===== config.mk =====
export PLATFORM = sky130hd
export DESIGN_NAME = hazard_scoreboard
export DESIGN_NICKNAME = d
export VERILOG_FILES = /design/src/rtl/hazard_scoreboard.sv
export SDC_FILE = /design/constraint.sdc
export NUM_CORES = 1
export LEC_CHECK = 0
export BUFFER_PORTS_ARGS = -buffer_cell sky130_fd_sc_hd__buf_4
export CAP_MARGIN = 5
export CORE_MARGIN = 2
export CORE_UTILIZATION = 56
export DETAILED_ROUTE_END_ITERATION = 16
export PLACE_DENSITY = 0.83
export SKIP_CTS_REPAIR_TIMING = 1
export SLEW_MARGIN = 5
export SYNTH_ARGS = -nofsm -noshare
export SYNTH_HDL_FRONTEND = slang
export SYNTH_SLANG_ARGS = --single-unit

===== constraint.sdc =====
create_clock -name clk -period 2.8 [get_ports clk]
set_input_delay 0.28 -clock clk [delete_from_list [all_inputs] [get_ports clk]]
set_output_delay 0.28 -clock clk [all_outputs]
set_load 0.01 [all_outputs]

===== src/rtl/hazard_scoreboard.sv =====
// In-order pipeline hazard scoreboard: tracks in-flight destinations, raises load-use / RAW
// stalls and selects the youngest forwarding source for each decode operand.
`timescale 1ns/1ps
module hazard_scoreboard #(
    parameter int REG_ADDR_W = 4,
    parameter int PIPE_DEPTH = 3,
    parameter int LOAD_LAT   = 1,
    parameter int CNT_W      = 16,
    localparam int SEL_W     = $clog2(PIPE_DEPTH + 1)
) (
    input  logic                  clk,
    input  logic                  rst,
    input  logic                  forwarding_enable,
    input  logic                  id_valid,
    input  logic [1:0]            src_valid,
    input  logic [REG_ADDR_W-1:0] src0_addr,
    input  logic [REG_ADDR_W-1:0] src1_addr,
    input  logic                  id_wb_en,
    input  logic                  id_mem_r_en,
    input  logic [REG_ADDR_W-1:0] id_dest,
    input  logic                  flush,
    output logic                  stall,
    output logic [SEL_W-1:0]      fwd_sel0,
    output logic [SEL_W-1:0]      fwd_sel1,
    output logic [CNT_W-1:0]      stall_cnt
);

    localparam logic [CNT_W-1:0] CNT_MAX = {CNT_W{1'b1}};
    localparam logic [CNT_W-1:0] CNT_ONE = CNT_W'(1);

    logic [PIPE_DEPTH-1:0] valid_r;
    logic [PIPE_DEPTH-1:0] load_r;
    logic [REG_ADDR_W-1:0] dest_r [PIPE_DEPTH];
    logic [CNT_W-1:0]      stall_cnt_r;

    logic [REG_ADDR_W-1:0] src_addr_s [2];
    logic [SEL_W-1:0]      idx_s [2];
    logic [1:0]            haz_s;
    logic                  stall_s;
    logic                  push_s;

    function automatic logic src_match(input logic                  use_src,
                                       input logic                  ent_valid,
                                       input logic [REG_ADDR_W-1:0] addr,
                                       input logic [REG_ADDR_W-1:0] dest);
        return use_src & ent_valid & (addr == dest);
    endfunction

    assign src_addr_s[0] = src0_addr;
    assign src_addr_s[1] = src1_addr;

    // Youngest-match resolution: scan oldest to youngest so the lowest index wins.
    always_comb begin
        haz_s = 2'b00;
        for (int i = 0; i < 2; i++) begin
            idx_s[i] = {SEL_W{1'b0}};
            for (int k = PIPE_DEPTH - 1; k >= 0; k--) begin
                idx_s[i] = src_match(src_valid[i], valid_r[k], src_addr_s[i], dest_r[k])
                           ? SEL_W'(k + 1) : idx_s[i];
                haz_s[i] = src_match(src_valid[i], valid_r[k], src_addr_s[i], dest_r[k])
                           ? (forwarding_enable ? (load_r[k] & (k < LOAD_LAT)) : 1'b1)
                           : haz_s[i];
            end
        end
    end

    // Stall and forwarding selects; reset forces both quiet immediately.
    always_comb begin
        stall_s = rst & id_valid & ~flush & (|haz_s);
        push_s  = id_valid & ~stall_s & ~flush;
        if (rst && forwarding_enable && !stall_s) begin
            fwd_sel0 = idx_s[0];
            fwd_sel1 = idx_s[1];
        end else begin
            fwd_sel0 = {SEL_W{1'b0}};
            fwd_sel1 = {SEL_W{1'b0}};
        end
    end

    assign stall     = stall_s;
    assign stall_cnt = stall_cnt_r;

    // Scoreboard shift register; stalls and flushes insert a bubble at entry 0.
    always_ff @(posedge clk or negedge rst) begin
        if (!rst) begin
            valid_r <= {PIPE_DEPTH{1'b0}};
            load_r  <= {PIPE_DEPTH{1'b0}};
            for (int k = 0; k < PIPE_DEPTH; k++) begin
                dest_r[k] <= {REG_ADDR_W{1'b0}};
            end
        end else begin
            for (int k = PIPE_DEPTH - 1; k >= 1; k--) begin
                valid_r[k] <= valid_r[k-1];
                load_r[k]  <= load_r[k-1];
                dest_r[k]  <= dest_r[k-1];
            end
            valid_r[0] <= push_s & id_wb_en;
            load_r[0]  <= push_s & id_mem_r_en;
            dest_r[0]  <= push_s ? id_dest : {REG_ADDR_W{1'b0}};
        end
    end

    // Saturating stalled-cycle counter.
    always_ff @(posedge clk or negedge rst) begin
        if (!rst) begin
            stall_cnt_r <= {CNT_W{1'b0}};
        end else if (stall_s && (stall_cnt_r != CNT_MAX)) begin
            stall_cnt_r <= stall_cnt_r + CNT_ONE;
        end else begin
            stall_cnt_r <= stall_cnt_r;
        end
    end

endmodule


==> results of run 1 <==
[synth_stat cells, drive strengths merged (4+ instances only)]
library cell | n | area (sq um)
dfrtp | 32 | 801
xor2 | 18 | 158
xnor2 | 17 | 149
nand4 | 13 | 100
nand3 | 11 | 60.1
and3 | 8 | 50.1
and2 | 7 | 43.8
nor2 | 7 | 26.3
nor4 | 7 | 56.3
buf | 4 | 35.0
inv | 4 | 15.0
nor3 | 4 | 20.0
[cell families after synthesis]
logic type / synth area share
compound gates: 0.0431
buf+inv: 0.0297
flops: 0.475
fa+ha+maj: 0.00743
mux: 0.00669
simple gates: 0.256
xor+xnor: 0.182
[through the flow]
stage          area [sq um]  hold slack, ns  worst slack (ns)
3_3_place_gp           2020          0.0866             0.595
4_1_cts                2080          -0.301             0.182
3_5_place_dp           2020          0.0889             0.599
5_1_grt                2100           0.104            0.0156
2_1_floorplan          1680         -0.0156             0.882
6_report               2100           0.118             0.208
[registers in the layout (all words and copies together) (netlist names)]
name and cells:
stall_cnt 16, dest_r 12, valid_r 3, load_r 1
[layout make-up]
type | instances | area, sq um | share of cell area
Inverter | 4 | 15.0 | 0.00716
Clock buffer | 5 | 37.5 | 0.0179
Sequential cell | 32 | 801 | 0.382
Clock inverter | 3 | 23.8 | 0.0113
Tap cell | 31 | 38.8 | 0.0185
Timing Repair Buffer | 45 | 340 | 0.162
Multi-Input combinational cell | 115 | 841 | 0.401
[power by group through the flow]
| stage | sequential (mW) | combinational (mW) | clock (mW) |
|---|---|---|---|
| floorplan | 0.490 | 0.0376 | 0 |
| global placement | 0.492 | 0.0835 | 0 |
| detailed placement | 0.492 | 0.0860 | 0 |
| CTS | 0.483 | 0.0862 | 0.282 |
| global route | 0.485 | 0.0963 | 0.300 |
| finish | 0.484 | 0.0876 | 0.274 |
[layer usage]
metal	share of wire	vias up	track usage
li1	-	662	-
met1	0.43	633	0.293
met2	0.46	65	0.357
met3	0.083	8	0.0703
met4	0.017	0	0.127
met5	0	-	0
[worst max path at each step]
stage,slack (ns),depth (start not counted),end,startpoint
5_1_grt,0.02,8,stall,dest_r[10]$_DFF_PN0_
6_report,0.21,8,stall,dest_r[10]$_DFF_PN0_
4_1_cts,0.18,8,stall,dest_r[10]$_DFF_PN0_
2_1_floorplan,0.88,8,fwd_sel0[1],dest_r[10]$_DFF_PN0_
3_5_place_dp,0.60,8,stall,dest_r[10]$_DFF_PN0_
3_3_place_gp,0.59,7,stall,dest_r[8]$_DFF_PN0_
[critical path, delay by kind of cell, from the launching register on]
kind            cells  cell delay (ns)
simple gates        4             0.72
compound gates      1             0.21
buf+inv             2             0.38
xor+xnor            1             0.20
flops               1             0.45
[layout by cell type, fill, tap and decap left out, types with 4 or more instances in the layout]
| cell | n |
|---|---|
| nand4_1 | 10 |
| xor2_1 | 18 |
| nor4_1 | 5 |
| nor2_1 | 7 |
| clkbuf_4 | 5 |
| inv_1 | 4 |
| xnor2_1 | 17 |
| nand3_1 | 10 |
| and2_1 | 7 |
| and3_1 | 8 |
| buf_4 | 44 |
| dfrtp_1 | 32 |
| nor3_1 | 4 |
==> reports/qor.yml, run 1 <==
gp_congestion: 0.901
final_max_slew_viol_count: 0
synthArstFlopShare: 1.00
portBuffers: 41
hp-start: "id_dest[0]"
syn_area_per_cell_sq_um: 10.9
hpwl_mm: 2.75
switching_share: 0.274
antenna_found_initial: 0
synth_edf_count: 0
required_ns: 2.52
cp-start-kind: "flop"
worst_clock_skew_ns: 0.0175
clock_power_share: 0.324
fin_setup_tns_ns: 0
failed_checks: "DRC"
drc_errors: 2
combPwrFrac: 0.104
holdPathEnd: "dest_r[8]$_DFF_PN0_"
fill_cells: 198
worstPathCellList: "xnor2_1 -> nand3_1 -> nor4_2 -> nor2_1 -> o22ai_4 -> buf_4 -> and2_1 -> buf_4"
start_util: 0.600
instances_no_fill: 235
drt-total-wl_mm: 3.61
slew-limit-headroom: 0.655
synth_warnings: 0
crit_path_frequent_cell: "buf_4"
grt-ovfl-total: 0
powerDensity_mw_per_mm2: 403
p_leak_nw: 1.01
critPathKind: "reg2out"
grt_max_degree: 31
cts-htree-levels: 2
cts.sinks: 32
rows: 19
route.vias.total: 1368
rsz0062_at_grt: "false"
setup_viol_count_final: 0
postSynthCellCount: 155
max_stage_delay_ns: 0.45
ant_nets: 0
slowest_stage: "dfrtp_1"
r2r_slack_ns: 0.62
cp.arrival_ns: 2.31
clock.fmax_mhz: 386
syn-num-nets: 177
r2r_cells: 6
first_global_vias: 1335
critPathMaxFanout: 15
ys_seq_area_frac: 0.475
hold_viol: 0
cts_buffer_depth: 2
via_per_inst: 5.82
hold_path_depth: 2
intPower_mw: 0.614
yosysUniqueCellTypes: 32
hold_path_class: "in2reg"
clock_latency_ns: 0.36
syn_area_sq_mm: 0.00168
period_needed_ns: 2.59
drtIter0Drc: 67
placed_cells: 226
synth-main-ff-cell: "dfrtp_1"
status: "complete, but fails checks"
finalPower_mw: 0.845
wl_per_cell_um: 15.4
utilization: 0.748
grt_pass1_wl_mm: 5.95
netSwitchingPower_mw: 0.232
die_y_um: 58.8
min_period_over_period: 0.926
ir_worst_vdd_mv: 0.388
firstDrtPassIters: 10
r2r_end: "load_r[0]$_DFF_PN0_"
max_slew.worst_pin.slew_ns: 0.512
p_seq_frac: 0.572
cts_inserted_buffers: 5
num_io_pins: 42
core_sq_mm: 0.00281
nets: 225
area_growth_pct: 24.5
cp-end-kind: "primary output"
path_clk_slew_ns: 0.11
maxCapViolCount: 0
ys_ff_latch: 32
tritoncts: "yes"
final_layout_size_suffix_gt1_frac: 0.294
dieArea_sq_mm: 0.00346
n_antenna_cell: 0
grt_util_all_layers: 0.233
r2r_start: "dest_r[9]$_DFF_PN0_"
root_buffer: "clkbuf_4"
die_w_um: 58.8
(Power assumes the default switching activity.)
==> run 2, diff against run 1 <==
--- a/config.mk
+++ b/config.mk
@@ -8,9 +8,9 @@
 export BUFFER_PORTS_ARGS = -buffer_cell sky130_fd_sc_hd__buf_4
 export CAP_MARGIN = 5
 export CORE_MARGIN = 2
-export CORE_UTILIZATION = 56
+export CORE_UTILIZATION = 47
 export DETAILED_ROUTE_END_ITERATION = 16
-export PLACE_DENSITY = 0.83
+export PLACE_DENSITY = 0.75
 export SKIP_CTS_REPAIR_TIMING = 1
 export SLEW_MARGIN = 5
 export SYNTH_ARGS = -nofsm -noshare
==> constraint.sdc (replaced) <==
create_clock -name clk -period 2.3 [get_ports clk]
set_input_delay 0.23 -clock clk [delete_from_list [all_inputs] [get_ports clk]]
set_output_delay 0.23 -clock clk [all_outputs]
set_load 0.01 [all_outputs]
==> run 2 against run 1 <==
The flow finishes with violations (setup timing). Count of clock-buffer cells in the layout grew 1. Wire length up 8.5%. First-iteration DRC count grew 75%. Critical endpoint is now fwd_sel1[1]. Critical path depth is the same. Combinational power grew 35%. Core utilization down 9.2 points. Clock skew is 0.00056 ns higher.
==> reports/qor.yml, run 2 (synthesis gave the netlist of run 1 again) <==
status: "complete, but fails checks"  # unchanged
failed_checks: "setup timing"  # was DRC
final_common_cell: "buf_4"  # unchanged
powerDensity_mw_per_mm2: 469  # was 403 mW/mm^2
fill_cells: 268  # was 198
drc_errors: 0  # was 2
hold_path_depth: 2  # unchanged
slew-limit-headroom: 0.647  # was 0.655
start_util: 0.497  # was 0.600
utilization: 0.656  # was 0.748
r2r_end: "stall_cnt[1]$_DFFE_PN0P_"  # was load_r[0]$_DFF_PN0_
route.vias.total: 1402  # was 1368
period_needed_ns: 2.33
die_w_um: 63.9  # was 58.8 um
slowest_stage: "dfrtp_2"  # was dfrtp_1
multi_input_area_sq_um: 898  # was 841 sq um
root_buffer: "clkbuf_4"  # unchanged
max_slew.worst_pin.slew_ns: 0.524  # was 0.512 ns
critPathTopFamily: "simple AND/OR/NAND/NOR gates"  # unchanged
max_stage_delay_ns: 0.46  # was 0.45 ns
area_growth_pct: 32.0  # was 24.5%
hpwl_mm: 2.93  # was 2.75 mm
required_ns: 2.07  # was 2.52 ns
min_period_over_period: 1.01
maxCapViolCount: 0  # unchanged
first_global_vias: 1391  # was 1335
cts_buffer_depth: 2  # unchanged
clock.fmax_mhz: 429
n_antenna_cell: 0  # unchanged
path_clk_slew_ns: 0.10  # was 0.11 ns
largest_register_ff_count: 16  # unchanged
rsz0062_at_grt: "true"  # was false
dieArea_sq_mm: 0.00408  # was 0.00346 sq mm
grt_max_degree: 33  # was 31
antenna_found_initial: 0  # unchanged
whs_ns: 0.0932  # was 0.118 ns
final_layout_size_suffix_gt1_frac: 0.352  # was 0.294
cp-start-kind: "flop"  # unchanged
critPathMaxFanout: 5  # was 15
nets: 231  # was 225
fin_setup_tns_ns: -0.0296  # was 0 ns
stdcell_area_sq_mm: 0.00222  # was 0.00210 sq mm
portBuffers: 41  # unchanged
final_max_slew_viol_count: 0  # unchanged
p_leak_nw: 1.06  # was 1.01 nW
cts-htree-levels: 2  # unchanged
worst_clock_skew_ns: 0.0180  # was 0.0175 ns
combPwrFrac: 0.114  # was 0.104
cts_inserted_buffers: 5  # unchanged
grt_util_all_layers: 0.201  # was 0.233
r2r_cells: 8  # was 6
crit_path_frequent_cell: "buf_4"  # unchanged
firstDrtPassIters: 4  # was 10
grt-ovfl-total: 0  # unchanged
drtIter0Drc: 117  # was 67
ant_nets: 0  # unchanged
cts.sinks: 32  # unchanged
die_y_um: 63.9  # was 58.8 um
p_seq_frac: 0.565  # was 0.572
cp-end-kind: "primary output"  # unchanged
netSwitchingPower_mw: 0.267  # was 0.232 mW
timing.final.ws_setup_ns: -0.0296  # was 0.208 ns
critPathKind: "reg2out"  # unchanged
via_per_inst: 5.48  # was 5.82
num_io_pins: 42  # unchanged
placed_area_sq_mm: 0.00205  # was 0.00202 sq mm
clock_latency_ns: 0.34  # was 0.36 ns
gp_congestion: 0.952  # was 0.901
intPower_mw: 0.777  # was 0.614 mW
cp.arrival_ns: 2.10  # was 2.31 ns
ir_worst_vdd_mv: 0.376  # was 0.388 mV
worstPathBufferInverterCount: 2  # unchanged
crit_cells: 8  # unchanged
drt-total-wl_mm: 3.92  # was 3.61 mm
grt_pass1_wl_mm: 6.28  # was 5.95 mm
r2r_start: "dest_r[9]$_DFF_PN0_"  # unchanged
crit_path_start: "dest_r[9]$_DFF_PN0_"  # was dest_r[10]$_DFF_PN0_
rows: 21  # was 19
hold_viol: 0  # unchanged
regArea_sq_um: 802  # was 801 sq um
clock_power_share: 0.321  # was 0.324
tritoncts: "yes"  # unchanged
hold_path_class: "in2reg"  # unchanged
setup_viol_count_final: 1  # was 0
r2r_slack_ns: 0.20  # was 0.62 ns
layout_common_cells: "49 x buf_4, 31 x dfrtp_1, 17 x xnor2_1"  # was 44 x buf_4, 32 x dfrtp_1, 18 x xor2_1
wl_per_cell_um: 15.3  # was 15.4 um
endpoint: "fwd_sel1[1]"  # was stall
worstPathCellList: "xnor2_1 -> nand3_1 -> nor4_4 -> nor2_2 -> o22ai_2 -> buf_4 -> nor4_2 -> buf_4"  # was xnor2_1 -> nand3_1 -> nor4_2 -> nor2_1 -> o22ai_4 -> buf_4 -> and2_1 -> buf_4
switching_share: 0.256  # was 0.274
core_sq_mm: 0.00339  # was 0.00281 sq mm
run 2: area by class of cell:
cell class | instances | area share
tap | 46 | 0.0259
clock buffer | 6 | 0.0231
timing repair buffer | 51 | 0.175
sequential | 32 | 0.361
multi-input combinational | 115 | 0.404
inverter | 4 | 0.00675
clock inverter | 2 | 0.00450
run 2: power groups by stage:
| stage | logic [mW] | registers, mW | clock network (mW) |
|---|---|---|---|
| finish | 0.118 | 0.590 | 0.335 |
| global route | 0.129 | 0.592 | 0.373 |
| CTS | 0.108 | 0.588 | 0.348 |
| detailed placement | 0.108 | 0.599 | 0 |
| global placement | 0.105 | 0.598 | 0 |
| floorplan | 0.0458 | 0.597 | 0 |
run 2: stage by stage:
step	std cells	total power [mW]	setup WS, ns
after floorplan	155	0.643	0.432
after global placement	243	0.703	0.292
after detailed placement	243	0.707	0.260
after CTS	251	1.04	-0.123
after global routing	256	1.09	-0.113
final	256	1.04	-0.0296
run 2: worst min-delay path by stage:
stage | start | end | slack, ns
6_report | id_dest[3] | dest_r[11]$_DFF_PN0_ | 0.09
5_1_grt | id_dest[3] | dest_r[11]$_DFF_PN0_ | 0.08
4_1_cts | rst | stall_cnt[4]$_DFFE_PN0P_ | -0.04
3_5_place_dp | rst | stall_cnt[4]$_DFFE_PN0P_ | 0.33
3_3_place_gp | rst | load_r[0]$_DFF_PN0_ | 0.32
2_1_floorplan | rst | dest_r[0]$_DFF_PN0_ | -0.07
run 2: per-layer routing:
| layer | part of all wire | track usage | up-vias |
|---|---|---|---|
| li1 | - | - | 657 |
| met1 | 0.41 | 0.249 | 671 |
| met2 | 0.51 | 0.333 | 64 |
| met3 | 0.064 | 0.0475 | 10 |
| met4 | 0.017 | 0.0897 | 0 |
| met5 | 0 | 0 | - |
